## src/rtl/game_fsm_ctrl.sv

```systemverilog
// Game round controller: start/pause edge detection, countdown, internal one-second
// round timer, saturating score and high-score tracking for the display/score driver.
module game_fsm_ctrl #(
   parameter int TICKS_PER_SEC     = 100_000_000,
   parameter int GAME_SECONDS      = 30,
   parameter int COUNTDOWN_SECONDS = 3,
   parameter int TIME_W            = 6,
   parameter int SCORE_W           = 6
) (
   input  logic               clkIn,
   input  logic               reset,
   input  logic               startGame,
   input  logic               pauseToggle,
   input  logic               abort,
   input  logic               hit,
   output logic [2:0]         state,
   output logic               game_active,
   output logic [1:0]         countdown,
   output logic [TIME_W-1:0]  time_left,
   output logic [SCORE_W-1:0] score,
   output logic [SCORE_W-1:0] high_score,
   output logic               new_high,
   output logic               round_done
);

   typedef enum logic [2:0] {
      S_IDLE      = 3'd0,
      S_COUNTDOWN = 3'd1,
      S_RUNNING   = 3'd2,
      S_PAUSED    = 3'd3,
      S_FINISH    = 3'd4
   } state_t;

   localparam int PRESC_W = (TICKS_PER_SEC > 1) ? $clog2(TICKS_PER_SEC) : 1;
   localparam logic [PRESC_W-1:0] PRESC_LAST = PRESC_W'(TICKS_PER_SEC - 1);
   localparam logic [PRESC_W-1:0] PRESC_ONE  = PRESC_W'(1);
   localparam logic [TIME_W-1:0]  GAME_TL    = TIME_W'(GAME_SECONDS);
   localparam logic [TIME_W-1:0]  TL_ONE     = TIME_W'(1);
   localparam logic [1:0]         CD_INIT    = 2'(COUNTDOWN_SECONDS);

   state_t               state_q, state_d;
   logic [PRESC_W-1:0]   presc_q, presc_d;
   logic [1:0]           cd_q, cd_d;
   logic [TIME_W-1:0]    tl_q, tl_d;
   logic [SCORE_W-1:0]   score_q, score_d;
   logic [SCORE_W-1:0]   hs_q, hs_d;
   logic                 nh_q, nh_d;
   logic                 rd_q, rd_d;
   logic                 start_q, pause_q;
   logic                 start_rise, pause_rise, tick;

   function automatic logic [SCORE_W-1:0] sat_inc(input logic [SCORE_W-1:0] v);
      sat_inc = (&v) ? v : v + SCORE_W'(1);
   endfunction

   assign start_rise = startGame & ~start_q;
   assign pause_rise = pauseToggle & ~pause_q;
   assign tick       = (presc_q == PRESC_LAST);

   always_ff @(posedge clkIn or negedge reset) begin
      if (!reset) begin
         state_q <= S_IDLE;
         presc_q <= '0;
         cd_q    <= '0;
         tl_q    <= '0;
         score_q <= '0;
         hs_q    <= '0;
         nh_q    <= 1'b0;
         rd_q    <= 1'b0;
         start_q <= 1'b0;
         pause_q <= 1'b0;
      end else begin
         state_q <= state_d;
         presc_q <= presc_d;
         cd_q    <= cd_d;
         tl_q    <= tl_d;
         score_q <= score_d;
         hs_q    <= hs_d;
         nh_q    <= nh_d;
         rd_q    <= rd_d;
         start_q <= startGame;
         pause_q <= pauseToggle;
      end
   end

   always_comb begin
      state_d = state_q;
      presc_d = presc_q;
      cd_d    = cd_q;
      tl_d    = tl_q;
      score_d = score_q;
      hs_d    = hs_q;
      nh_d    = nh_q;
      rd_d    = 1'b0;

      case (state_q)
         S_IDLE: begin
            score_d = '0;
            tl_d    = '0;
            cd_d    = '0;
            nh_d    = 1'b0;
            presc_d = '0;
            if (!abort && start_rise) begin
               if (COUNTDOWN_SECONDS == 0) begin
                  state_d = S_RUNNING;
                  tl_d    = GAME_TL;
               end else begin
                  state_d = S_COUNTDOWN;
                  cd_d    = CD_INIT;
               end
            end
         end

         S_COUNTDOWN: begin
            score_d = '0;
            nh_d    = 1'b0;
            if (abort) begin
               state_d = S_IDLE;
               cd_d    = '0;
               tl_d    = '0;
               presc_d = '0;
            end else if (tick) begin
               presc_d = '0;
               if (cd_q > 2'd1) begin
                  cd_d = cd_q - 2'd1;
               end else begin
                  state_d = S_RUNNING;
                  cd_d    = '0;
                  tl_d    = GAME_TL;
               end
            end else begin
               presc_d = presc_q + PRESC_ONE;
            end
         end

         S_RUNNING: begin
            if (abort) begin
               state_d = S_IDLE;
               score_d = '0;
               tl_d    = '0;
               cd_d    = '0;
               nh_d    = 1'b0;
               presc_d = '0;
            end else if (pause_rise) begin
               // Prescaler keeps its count so the resumed second is not shortened.
               state_d = S_PAUSED;
            end else begin
               if (hit) score_d = sat_inc(score_q);
               if (tick) begin
                  presc_d = '0;
                  if (tl_q > TL_ONE) begin
                     tl_d = tl_q - TL_ONE;
                  end else begin
                     state_d = S_FINISH;
                     tl_d    = '0;
                     rd_d    = 1'b1;
                     // Final score already includes a hit landing on the last tick.
                     if (score_d > hs_q) begin
                        hs_d = score_d;
                        nh_d = 1'b1;
                     end
                  end
               end else begin
                  presc_d = presc_q + PRESC_ONE;
               end
            end
         end

         S_PAUSED: begin
            if (abort) begin
               state_d = S_IDLE;
               score_d = '0;
               tl_d    = '0;
               cd_d    = '0;
               nh_d    = 1'b0;
               presc_d = '0;
            end else if (pause_rise) begin
               state_d = S_RUNNING;
            end
         end

         S_FINISH: begin
            if (abort) begin
               state_d = S_IDLE;
               score_d = '0;
               tl_d    = '0;
               cd_d    = '0;
               nh_d    = 1'b0;
               presc_d = '0;
            end else if (start_rise) begin
               score_d = '0;
               nh_d    = 1'b0;
               presc_d = '0;
               if (COUNTDOWN_SECONDS == 0) begin
                  state_d = S_RUNNING;
                  tl_d    = GAME_TL;
               end else begin
                  state_d = S_COUNTDOWN;
                  cd_d    = CD_INIT;
               end
            end
         end

         default: begin
            state_d = S_IDLE;
            score_d = '0;
            tl_d    = '0;
            cd_d    = '0;
            nh_d    = 1'b0;
            presc_d = '0;
         end
      endcase
   end

   assign state       = state_q;
   assign game_active = (state_q == S_RUNNING);
   assign countdown   = cd_q;
   assign time_left   = tl_q;
   assign score       = score_q;
   assign high_score  = hs_q;
   assign new_high    = nh_q;
   assign round_done  = rd_q;

endmodule

```

## config.mk

```make
export PLATFORM = sky130hd
export DESIGN_NAME = game_fsm_ctrl
export DESIGN_NICKNAME = d
export VERILOG_FILES = /design/src/rtl/game_fsm_ctrl.sv
export SDC_FILE = /design/constraint.sdc
export NUM_CORES = 1
export LEC_CHECK = 0
export CAP_MARGIN = 20
export CORE_MARGIN = 5
export CORE_UTILIZATION = 30
export DETAILED_ROUTE_END_ITERATION = 7
export GPL_TIMING_DRIVEN = 0
export MAX_ROUTING_LAYER = met4
export SLEW_MARGIN = 20
export SYNTH_ARGS = -nofsm -noshare
export SYNTH_HDL_FRONTEND = slang
export SYNTH_SLANG_ARGS = --single-unit
```

## constraint.sdc

```tcl
create_clock -name clkIn -period 3.7 [get_ports clkIn]
set_input_delay 1.11 -clock clkIn [delete_from_list [all_inputs] [get_ports clkIn]]
set_output_delay 1.11 -clock clkIn [all_outputs]
set_load 0.02 [all_outputs]
```

==> qor.csv, run 1 <==
metric,value,unit
status,completed,
postRouteAntennaNets,0,
nFillCells,1083,
cts_setup_buffers,0,
skew,0.00844,ns
seqCellArea,0.00135,sq mm
setup_violations,0,
netlist-cell-type-count,52,
yosys.area_share.xor_xnor,7.66,%
core,0.0102,sq mm
track_usage,11.3,%
hold_violations,0,
synth_edf_count,0,
ir_drop,0.000299,V
synth_top_family_by_area,simple AND/OR/NAND/NOR gates,
cts_buffers,5,
synthMuxAreaShare,2.88,%
fp-row-count,37,
drc,0,
die_w,111,um
netlist_area,0.00309,sq mm
synth-main-ff-cell,dfrtp_1,
cp-end-kind,register,
area_growth,18.7,%
grt_pass1_wl,11600,um
place_inst,496,
synth_common_cells,"dfrtp_1 (54), nor2_1 (42), nand2_1 (28)",
fmax,299,MHz
ys_seq_area_share,43.8,%
first_global_vias,2325,
antenna_found_initial,0,
switching_share,36.4,%
yosysMostFrequentCell,dfrtp_1,
cts_max_level,2,
drive_gt1_share,10.1,%
crit_fanout,6,
synth-compound-area-share,13.2,%
layout.cells.non_filler,504,
synth_fa_ha_area_share,4.05,%
startpoint_type,primary input,
ctsLongestPathBuffers,2,
synthSimpleGateAreaFrac,25.4,%
vias_per_cell,4.99,
cts_resized,0,
grt_max_degree,55,
vias,2513,
ios,32,
clkSinkCount,54,
pwr-share-clk,23.1,%
final.period_utilization,90.4,%
synthArstFlopShare,100,%
clockRootBuffer,clkbuf_8,
n_antenna_cell,0,
leakagePower,1.58,nW
multiInputGateArea,0.00164,sq mm
fin_crit,3.34,ns
arrival,3.54,ns
syn_area_per_cell,9.36,sq um
relSlewSlack,49.3,%
start_util,30.3,%
p_comb_share,37.1,%
path_class,primary input to register,
cell_internal_pwr,1.09,mW
synth_area_leaders,"dfrtp_1 (44%), xor2_1 (6.8%), nor2_1 (5.1%), ha_1 (4.1%), nand3_1 (3.6%)",
design.die.area,0.0124,sq mm
clkLatencyLatePin,0.30,ns
port_buffers,30,
hp-class,register to register,
rsz0062_at_grt,false,
dpl.hpwl,4970,um
max-cap-violations,0,
wire_per_inst,13.5,um
grt_overflow_total,0,
cts_tree,done,
whs,0.517,ns
path_clk_slew,0.10,ns
wl,6790,um
drt-initial-drc-count,102,
drt_first_pass_iters,4,
synth.top_cell.area_share,43.8,%
cp.required,3.90,ns
p_switching,0.626,mW
drv_slew,0,
p_per_area,469,mW/mm^2
synth_nets,346,
seqPwrFrac,39.8,%
synth_area_leader_cell,dfrtp_1,
die_h,111,um
place_congestion,0.832,
worstMarginPinSlew,0.756,ns
synthCells,330,
cts_hold_buf,0,
synth_seq_cells,54,
nNetsFinal,383,
yosys_warnings,0,
## worst max-delay path, cell delays in order
cell,delay (ns)
clkdlybuf4s50_1,0.51
o21ai_0,0.23
inv_1,0.17
nand2_1,0.08
xnor2_1,0.26
ha_1,0.30
o21a_1,0.11
o21bai_1,0.11
a21oi_1,0.12
nand2_2,0.18
mux2_2,0.36
## stage by stage
step                worst slack, ns  util (%)  power, mW  TNS [ns]  area, sq um
finish                        0.357      36.0       1.72         0         3660
global route                  0.161      36.0       1.84         0         3660
CTS                           0.351      36.0       1.74         0         3660
detailed placement           0.0144      34.9       1.34         0         3560
global placement             -0.258      34.9       1.33    -13.74         3560
floorplan                     0.845         -       1.14         0         3090
## power by group through the flow
stage	combinational, mW	sequential (mW)	clock, mW
floorplan	0.420	0.725	0
global placement	0.637	0.691	0
detailed placement	0.641	0.695	0
CTS	0.646	0.684	0.411
global route	0.717	0.692	0.434
finish	0.637	0.684	0.397
## routing by layer
metal	vias to the layer above	GRT usage (%)	wire length, um	part of all wire (%)
met5	-	-	0	0
met4	0	2.92	71	1.0
li1	1254	-	-	-
met1	1212	15.4	3430	50
met2	43	17.3	3080	45
met3	4	2.28	208	3.1
## flip-flops by register name (all words and copies together), names as in the netlist
register / flops
new_high: 1
pause_q: 1
start_q: 1
high_score: 6
state: 3
countdown: 2
score: 6
round_done: 1
time_left: 6
presc_q: 27
## placed cells by master (no fill, tap or decap), types with 4 or more instances in the layout
cell / count
nor3_1: 11
buf_2: 5
dfrtp_1: 54
a21oi_1: 11
a31oi_1: 5
nand3_1: 22
ha_1: 10
nor2_1: 42
nand4_1: 9
xor2_1: 24
o21ai_0: 14
mux2_2: 7
a22o_1: 5
nand2_1: 28
and3_1: 8
inv_1: 12
clkdlybuf4s50_1: 29
clkbuf_8: 5
nor2b_1: 4
## worst paths after layout
path | startpoint | end | slack [ns] | cells past startpoint
worst max-delay path | hit | high_score[5]$_DFFE_PN0P_ | 0.36 | 11
worst min-delay path | presc_q[7]$_DFFE_PN0P_ | presc_q[7]$_DFFE_PN0P_ | 0.52 | 1
worst max register to register | score[0]$_DFFE_PN0P_ | high_score[5]$_DFFE_PN0P_ | 0.56 | 13
worst min register to register | presc_q[7]$_DFFE_PN0P_ | presc_q[7]$_DFFE_PN0P_ | 0.52 | 1
max in group asynchronous | reset | pause_q$_DFF_PN0_ | 2.40 | 1
min in group asynchronous | reset | presc_q[14]$_DFFE_PN0P_ | 0.85 | 1
## area by class of cell
class                   count  area share, %
plain buffers               9           1.30
clock inverters             3           1.09
inverters                  12           1.23
well taps                 136           4.64
repair buffers             30           8.13
multi-input cells         255           44.9
clock buffers               5           1.88
flip-flops and latches     54           36.9
## kinds of logic after synthesis
family | Yosys count
XOR/XNOR | 27
adder cells (fa/ha/maj) | 10
flip-flops | 54
AND/OR/NAND/NOR | 151
multiplexers | 8
buffers and inverters | 21
AO/OA/AOI/OAI | 59
Note: power is estimated with default switching activity, not from simulation.
==> run 2: changes to the inputs <==
CORE_UTILIZATION = 55   (was 30)
PLACE_DENSITY = 0.78   (was default)
RECOVER_POWER = 25   (was default)
==> run 2 against run 1 <==
  * Clock power shrank 17%
  * Highest routed layer unchanged
  * Critical path type unchanged
  * Utilization rose by 29 points
  * Sequential power is 0.7% lower
  * Largest power group unchanged
  * Fmax rose by 1.8%
==> qor.csv, run 2 (synthesized netlist as in run 1, its figures left out) <==
metric,value,unit,change
cts_setup_buffers,0,,unchanged
antenna_found_initial,0,,unchanged
grt_pass1_wl,11000,um,-5.2%
n_antenna_cell,0,,unchanged
fin_crit,3.28,ns,-0.0605 ns
hp-class,register to register,,
arrival,3.48,ns,-0.06 ns
fmax,305,MHz,+1.8%
fin_util,65.1,%,+29 points
leakagePower,1.56,nW,-0.88%
stdcell_area,0.00356,sq mm,-2.8%
rr_endpoint,high_score[1]$_DFFE_PN0P_,,
r2r_start,score[0]$_DFFE_PN0P_,,
drt_first_pass_iters,4,,unchanged
power,1.65,mW,-4.2%
dpl.hpwl,4530,um,-8.9%
largest_reg_flops,27,,unchanged
nNetsFinal,383,,unchanged
path_clk_slew,0.09,ns,about the same
wl,6230,um,-8.2%
start_util,56.4,%,+26 points
setup_tns,0,ns,unchanged
hp-start,new_high$_DFFE_PN0P_,,
drc,0,,unchanged
core,0.00547,sq mm,-46%
clkLatencyLatePin,0.31,ns,about the same
crit_buf_inv,2,,unchanged
place_congestion,0.849,,+2.1%
cts_max_level,2,,unchanged
path_cells,clkdlybuf4s50_1 -> o21ai_0 -> inv_1 -> nand2_1 -> xnor2_1 -> ha_1 -> o21a_1 -> o21bai_1 -> a21oi_1 -> nand2_2 -> mux2_2,,
clockRootBuffer,clkbuf_8,,
hold_violations,0,,unchanged
ir_drop,0.000406,V,+36%
fp-row-count,27,,-27%
setup_ws,0.417,ns,+0.0605 ns
startpoint_type,primary input,,
dp_slack,0.0733,ns,+0.0590 ns
cts_tree,done,,
vias,2511,,-0.080%
wire_per_inst,14.2,um,+5.2%
postRouteAntennaNets,0,,unchanged
ctsLongestPathBuffers,2,,unchanged
skew,0.00391,ns,-0.00453 ns
drive_gt1_share,10.1,%,unchanged
p_per_area,462,mW/mm^2,-1.4%
nFillCells,475,,-56%
cp_slowest_cell,clkdlybuf4s50_1,,
reg2reg_setup_slack,0.63,ns,+0.07 ns
design.die.area,0.00721,sq mm,-42%
layout_commonest_cell,dfrtp_1,,
cts_resized,0,,unchanged
min_path_cells,1,,unchanged
path_class,primary input to register,,
port_buffers,30,,unchanged
clkSinkCount,54,,unchanged
status,completed,,
top_register,presc_q,,
crit_start,hit,,
placed_cell_area,0.00348,sq mm,-2.3%
grt_overflow_total,0,,unchanged
cp.required,3.90,ns,about the same
final_cell_mix,"dfrtp_1 (54), nor2_1 (42), nand2_1 (28), clkdlybuf4s50_1 (27), xor2_1 (24)",,
cp-end-kind,register,,
first_global_vias,2364,,+1.7%
die_h,84.9,um,-24%
r2r_cells,13,,unchanged
max_stage_delay,0.51,ns,about the same
whs_endpoint,new_high$_DFFE_PN0P_,,
cts_hold_buf,0,,unchanged
grt_max_degree,55,,unchanged
crit_fanout,6,,unchanged
track_usage,18.8,%,+7.4 points
die_w,84.9,um,-24%
drt-initial-drc-count,119,,+17%
max-cap-violations,0,,unchanged
drv_slew,0,,unchanged
setup_violations,0,,unchanged
rsz0062_at_grt,false,,
cts_buffers,5,,unchanged
final.period_utilization,88.7,%,-1.6 points
ios,32,,unchanged
worstMarginPinSlew,1.29,ns,+0.537 ns
relSlewSlack,13.8,%,-35 points
area_growth,15.4,%,
crit_family,buffers and inverters,,
vias_per_cell,5.71,,+14%
[run 2: changes by cell type in the layout (fill, tap and decap cells not counted), sizes merged]
cell / delta
buf: -1
bufinv: -1
clkbuf: +1
clkdlybuf4s50: -2
clkinvlp: +1
dlygate4sd3: +2
[run 2: worst max-delay path by stage]
stage                                      endpoint  depth (start not counted)
final                     high_score[1]$_DFFE_PN0P_                         11
after global placement      presc_q[22]$_DFFE_PN0P_                          1
after global routing      high_score[5]$_DFFE_PN0P_                         11
after detailed placement  high_score[1]$_DFFE_PN0P_                         11
after CTS                 high_score[5]$_DFFE_PN0P_                         11
after floorplan           high_score[1]$_DFFE_PN0P_                         11
[run 2: cell type report]
class / instances / area, sq um / share of cell area [%]
Tap cell: 72 / 90.1 / 2.53
Clock inverter: 3 / 21.3 / 0.597
Buffer: 9 / 47.5 / 1.33
Timing Repair Buffer: 30 / 295 / 8.29
Multi-Input combinational cell: 255 / 1640 / 46.1
Inverter: 12 / 45.0 / 1.26
Clock buffer: 5 / 68.8 / 1.93
Sequential cell: 54 / 1350 / 37.9
[run 2: worst register-to-register path: cells and delay by family (launching register included)]
family | cells | cell delay (ns)
AOI/OAI and AO/OA | 4 | 0.85
adders and majority gates | 2 | 0.54
buffers and inverters | 1 | 0.14
DFF | 1 | 0.47
muxes | 1 | 0.36
and+or+nand+nor | 5 | 0.58
[run 2: per-layer routing]
| metal | part of all wire, % | track usage [%] | vias to the layer above |
|---|---|---|---|
| li1 | - | - | 1253 |
| met1 | 49 | 26.9 | 1198 |
| met2 | 47 | 28.7 | 54 |
| met3 | 3.4 | 2.04 | 6 |
| met4 | 1.0 | 4.60 | 0 |
| met5 | 0 | - | - |
[run 2: report_power, final]
group          internal (mW)  leakage (nW)  switching, mW
registers              0.633         0.737         0.0463
clock network          0.133        0.0441          0.197
logic                  0.258         0.782          0.378
[run 2: metrics by stage]
step | cells | hold slack [ns]
5_1_grt | 440 | 0.559
2_1_floorplan | 330 | 0.464
4_1_cts | 440 | 0.516
6_report | 440 | 0.513
3_3_place_gp | 432 | 0.490
3_5_place_dp | 432 | 0.498
==> run 3: changes to the inputs <==
MAX_ROUTING_LAYER = default   (was met4)
==> run 3 against run 2 <==
  * Setup slack got worse by 0.0027 ns
  * Clock power hardly changed
  * Sequential cell count unchanged
  * Clock skew about the same
  * Highest routed layer unchanged
  * Routed wire length about the same
  * Final area did not move
==> qor.csv, run 3 (synthesized netlist as in run 1, its figures left out) <==
metric,value,unit,change
drc,0,,unchanged
largest_reg_flops,27,,unchanged
postRouteAntennaNets,0,,unchanged
ios,32,,unchanged
layout_commonest_cell,dfrtp_1,,
cts_max_level,2,,unchanged
die_h,84.9,um,unchanged
place_inst,432,,unchanged
port_buffers,30,,unchanged
track_usage,18.2,%,-0.55 points
drt-initial-drc-count,113,,-5.0%
p_switching,0.619,mW,-0.32%
cp.required,3.90,ns,about the same
p_comb_share,38.7,%,about the same
fin_crit,3.29,ns,+0.00266 ns
setup_violations,0,,unchanged
design.die.area,0.00721,sq mm,unchanged
final.period_utilization,88.8,%,about the same
fp-row-count,27,,unchanged
path_class,primary input to register,,
nFillCells,475,,unchanged
ir_drop,0.000403,V,-0.68%
relSlewSlack,13.8,%,about the same
fmax,304,MHz,about the same
multiInputGateArea,0.00164,sq mm,unchanged
skew,0.00393,ns,+0.0000115 ns
area_growth,15.4,%,unchanged
final_cell_mix,"dfrtp_1 (54), nor2_1 (42), nand2_1 (28), clkdlybuf4s50_1 (27), xor2_1 (24)",,
cts_hold_buf,0,,unchanged
grt_pass1_wl,11000,um,about the same
layout.cells.non_filler,440,,unchanged
drt_first_pass_iters,4,,unchanged
hp-class,register to register,,
startpoint_type,primary input,,
crit_family,buffers and inverters,,
crit_fanout,6,,unchanged
nNetsFinal,383,,unchanged
worstMarginPinSlew,1.29,ns,-0.0000944 ns
cts_setup_buffers,0,,unchanged
wire_per_inst,14.2,um,about the same
hold_violations,0,,unchanged
dpl.hpwl,4530,um,unchanged
crit_buf_inv,2,,unchanged
max_stage_delay,0.51,ns,about the same
setup_ws,0.415,ns,-0.00266 ns
place_congestion,0.836,,-1.5%
core,0.00547,sq mm,unchanged
path_cells,clkdlybuf4s50_1 -> o21ai_0 -> inv_1 -> nand2_1 -> xnor2_1 -> ha_1 -> o21a_1 -> o21bai_1 -> a21oi_1 -> nand2_2 -> mux2_2,,
cts_buffers,5,,unchanged
clkLatencyLatePin,0.31,ns,about the same
ctsLongestPathBuffers,2,,unchanged
cp-end-kind,register,,
antenna_found_initial,0,,unchanged
leakagePower,1.56,nW,unchanged
vias,2504,,-0.28%
setup_tns,0,ns,unchanged
whs,0.513,ns,-0.0000310 ns
clkSinkCount,54,,unchanged
grt_max_degree,55,,unchanged
n_antenna_cell,0,,unchanged
vias_per_cell,5.69,,-0.28%
top_register,presc_q,,
die_w,84.9,um,unchanged
arrival,3.48,ns,about the same
grt_overflow_total,0,,unchanged
start_util,56.4,%,unchanged
pwr-share-clk,20.0,%,about the same
drive_gt1_share,10.1,%,unchanged
wl,6230,um,about the same
p_per_area,461,mW/mm^2,-0.12%
seqCellArea,0.00135,sq mm,unchanged
first_global_vias,2365,,+0.042%
max-cap-violations,0,,unchanged
clockRootBuffer,clkbuf_8,,
seqPwrFrac,41.3,%,about the same
stdcell_area,0.00356,sq mm,unchanged
switching_share,37.7,%,-0.076 points
path_clk_slew,0.09,ns,about the same
dp_slack,0.0733,ns,unchanged
placed_cell_area,0.00348,sq mm,unchanged
fin_util,65.1,%,unchanged
cts_resized,0,,unchanged
drv_slew,0,,unchanged
rsz0062_at_grt,false,,
cell_internal_pwr,1.02,mW,about the same
status,completed,,
power,1.64,mW,-0.12%
cp_slowest_cell,clkdlybuf4s50_1,,
cts_tree,done,,
[run 3: area by class of cell]
| type | count | share of cell area (%) |
|---|---|---|
| plain buffers | 9 | 1.33 |
| clock buffers | 5 | 1.93 |
| clock inverters | 3 | 0.597 |
| inverters | 12 | 1.26 |
| multi-input cells | 255 | 46.1 |
| flip-flops and latches | 54 | 37.9 |
| well taps | 72 | 2.53 |
| repair buffers | 30 | 8.29 |
[run 3: worst reg2reg max path: stages, from the launching register on]
cell and delay, ns:
dfrtp_1 0.47, ha_1 0.25, nand3_1 0.10, o21ai_0 0.45
inv_1 0.14, nand2_1 0.09, nand2_1 0.09, ha_1 0.29
nor2b_1 0.13, o21a_1 0.16, o21bai_1 0.12, a21oi_1 0.12
nand2_2 0.17, mux2_2 0.36
[run 3: final timing paths]
path | startpoint | end | slack (ns) | cells past startpoint
min in group asynchronous | reset | high_score[5]$_DFFE_PN0P_ | 1.07 | 1
min reg2reg | new_high$_DFFE_PN0P_ | new_high$_DFFE_PN0P_ | 0.51 | 1
max reg2reg | score[0]$_DFFE_PN0P_ | high_score[1]$_DFFE_PN0P_ | 0.63 | 13
max in group asynchronous | reset | presc_q[19]$_DFFE_PN0P_ | 1.85 | 1
max | hit | high_score[1]$_DFFE_PN0P_ | 0.41 | 11
min | new_high$_DFFE_PN0P_ | new_high$_DFFE_PN0P_ | 0.51 | 1
[run 3: power by group through the flow]
stage	Sequential, mW	Clock (mW)	Combinational, mW
2_1_floorplan	0.725	0	0.420
3_3_place_gp	0.690	0	0.626
3_5_place_dp	0.691	0	0.637
4_1_cts	0.680	0.338	0.641
5_1_grt	0.691	0.362	0.711
6_report	0.680	0.329	0.636
[run 3: routing by layer]
layer	up-vias	global-route usage (%)	part of all wire [%]
li1	1253	-	-
met3	8	2.43	3.5
met2	49	28.7	47
met4	0	4.60	1.0
met1	1194	26.6	49
met5	-	0	0
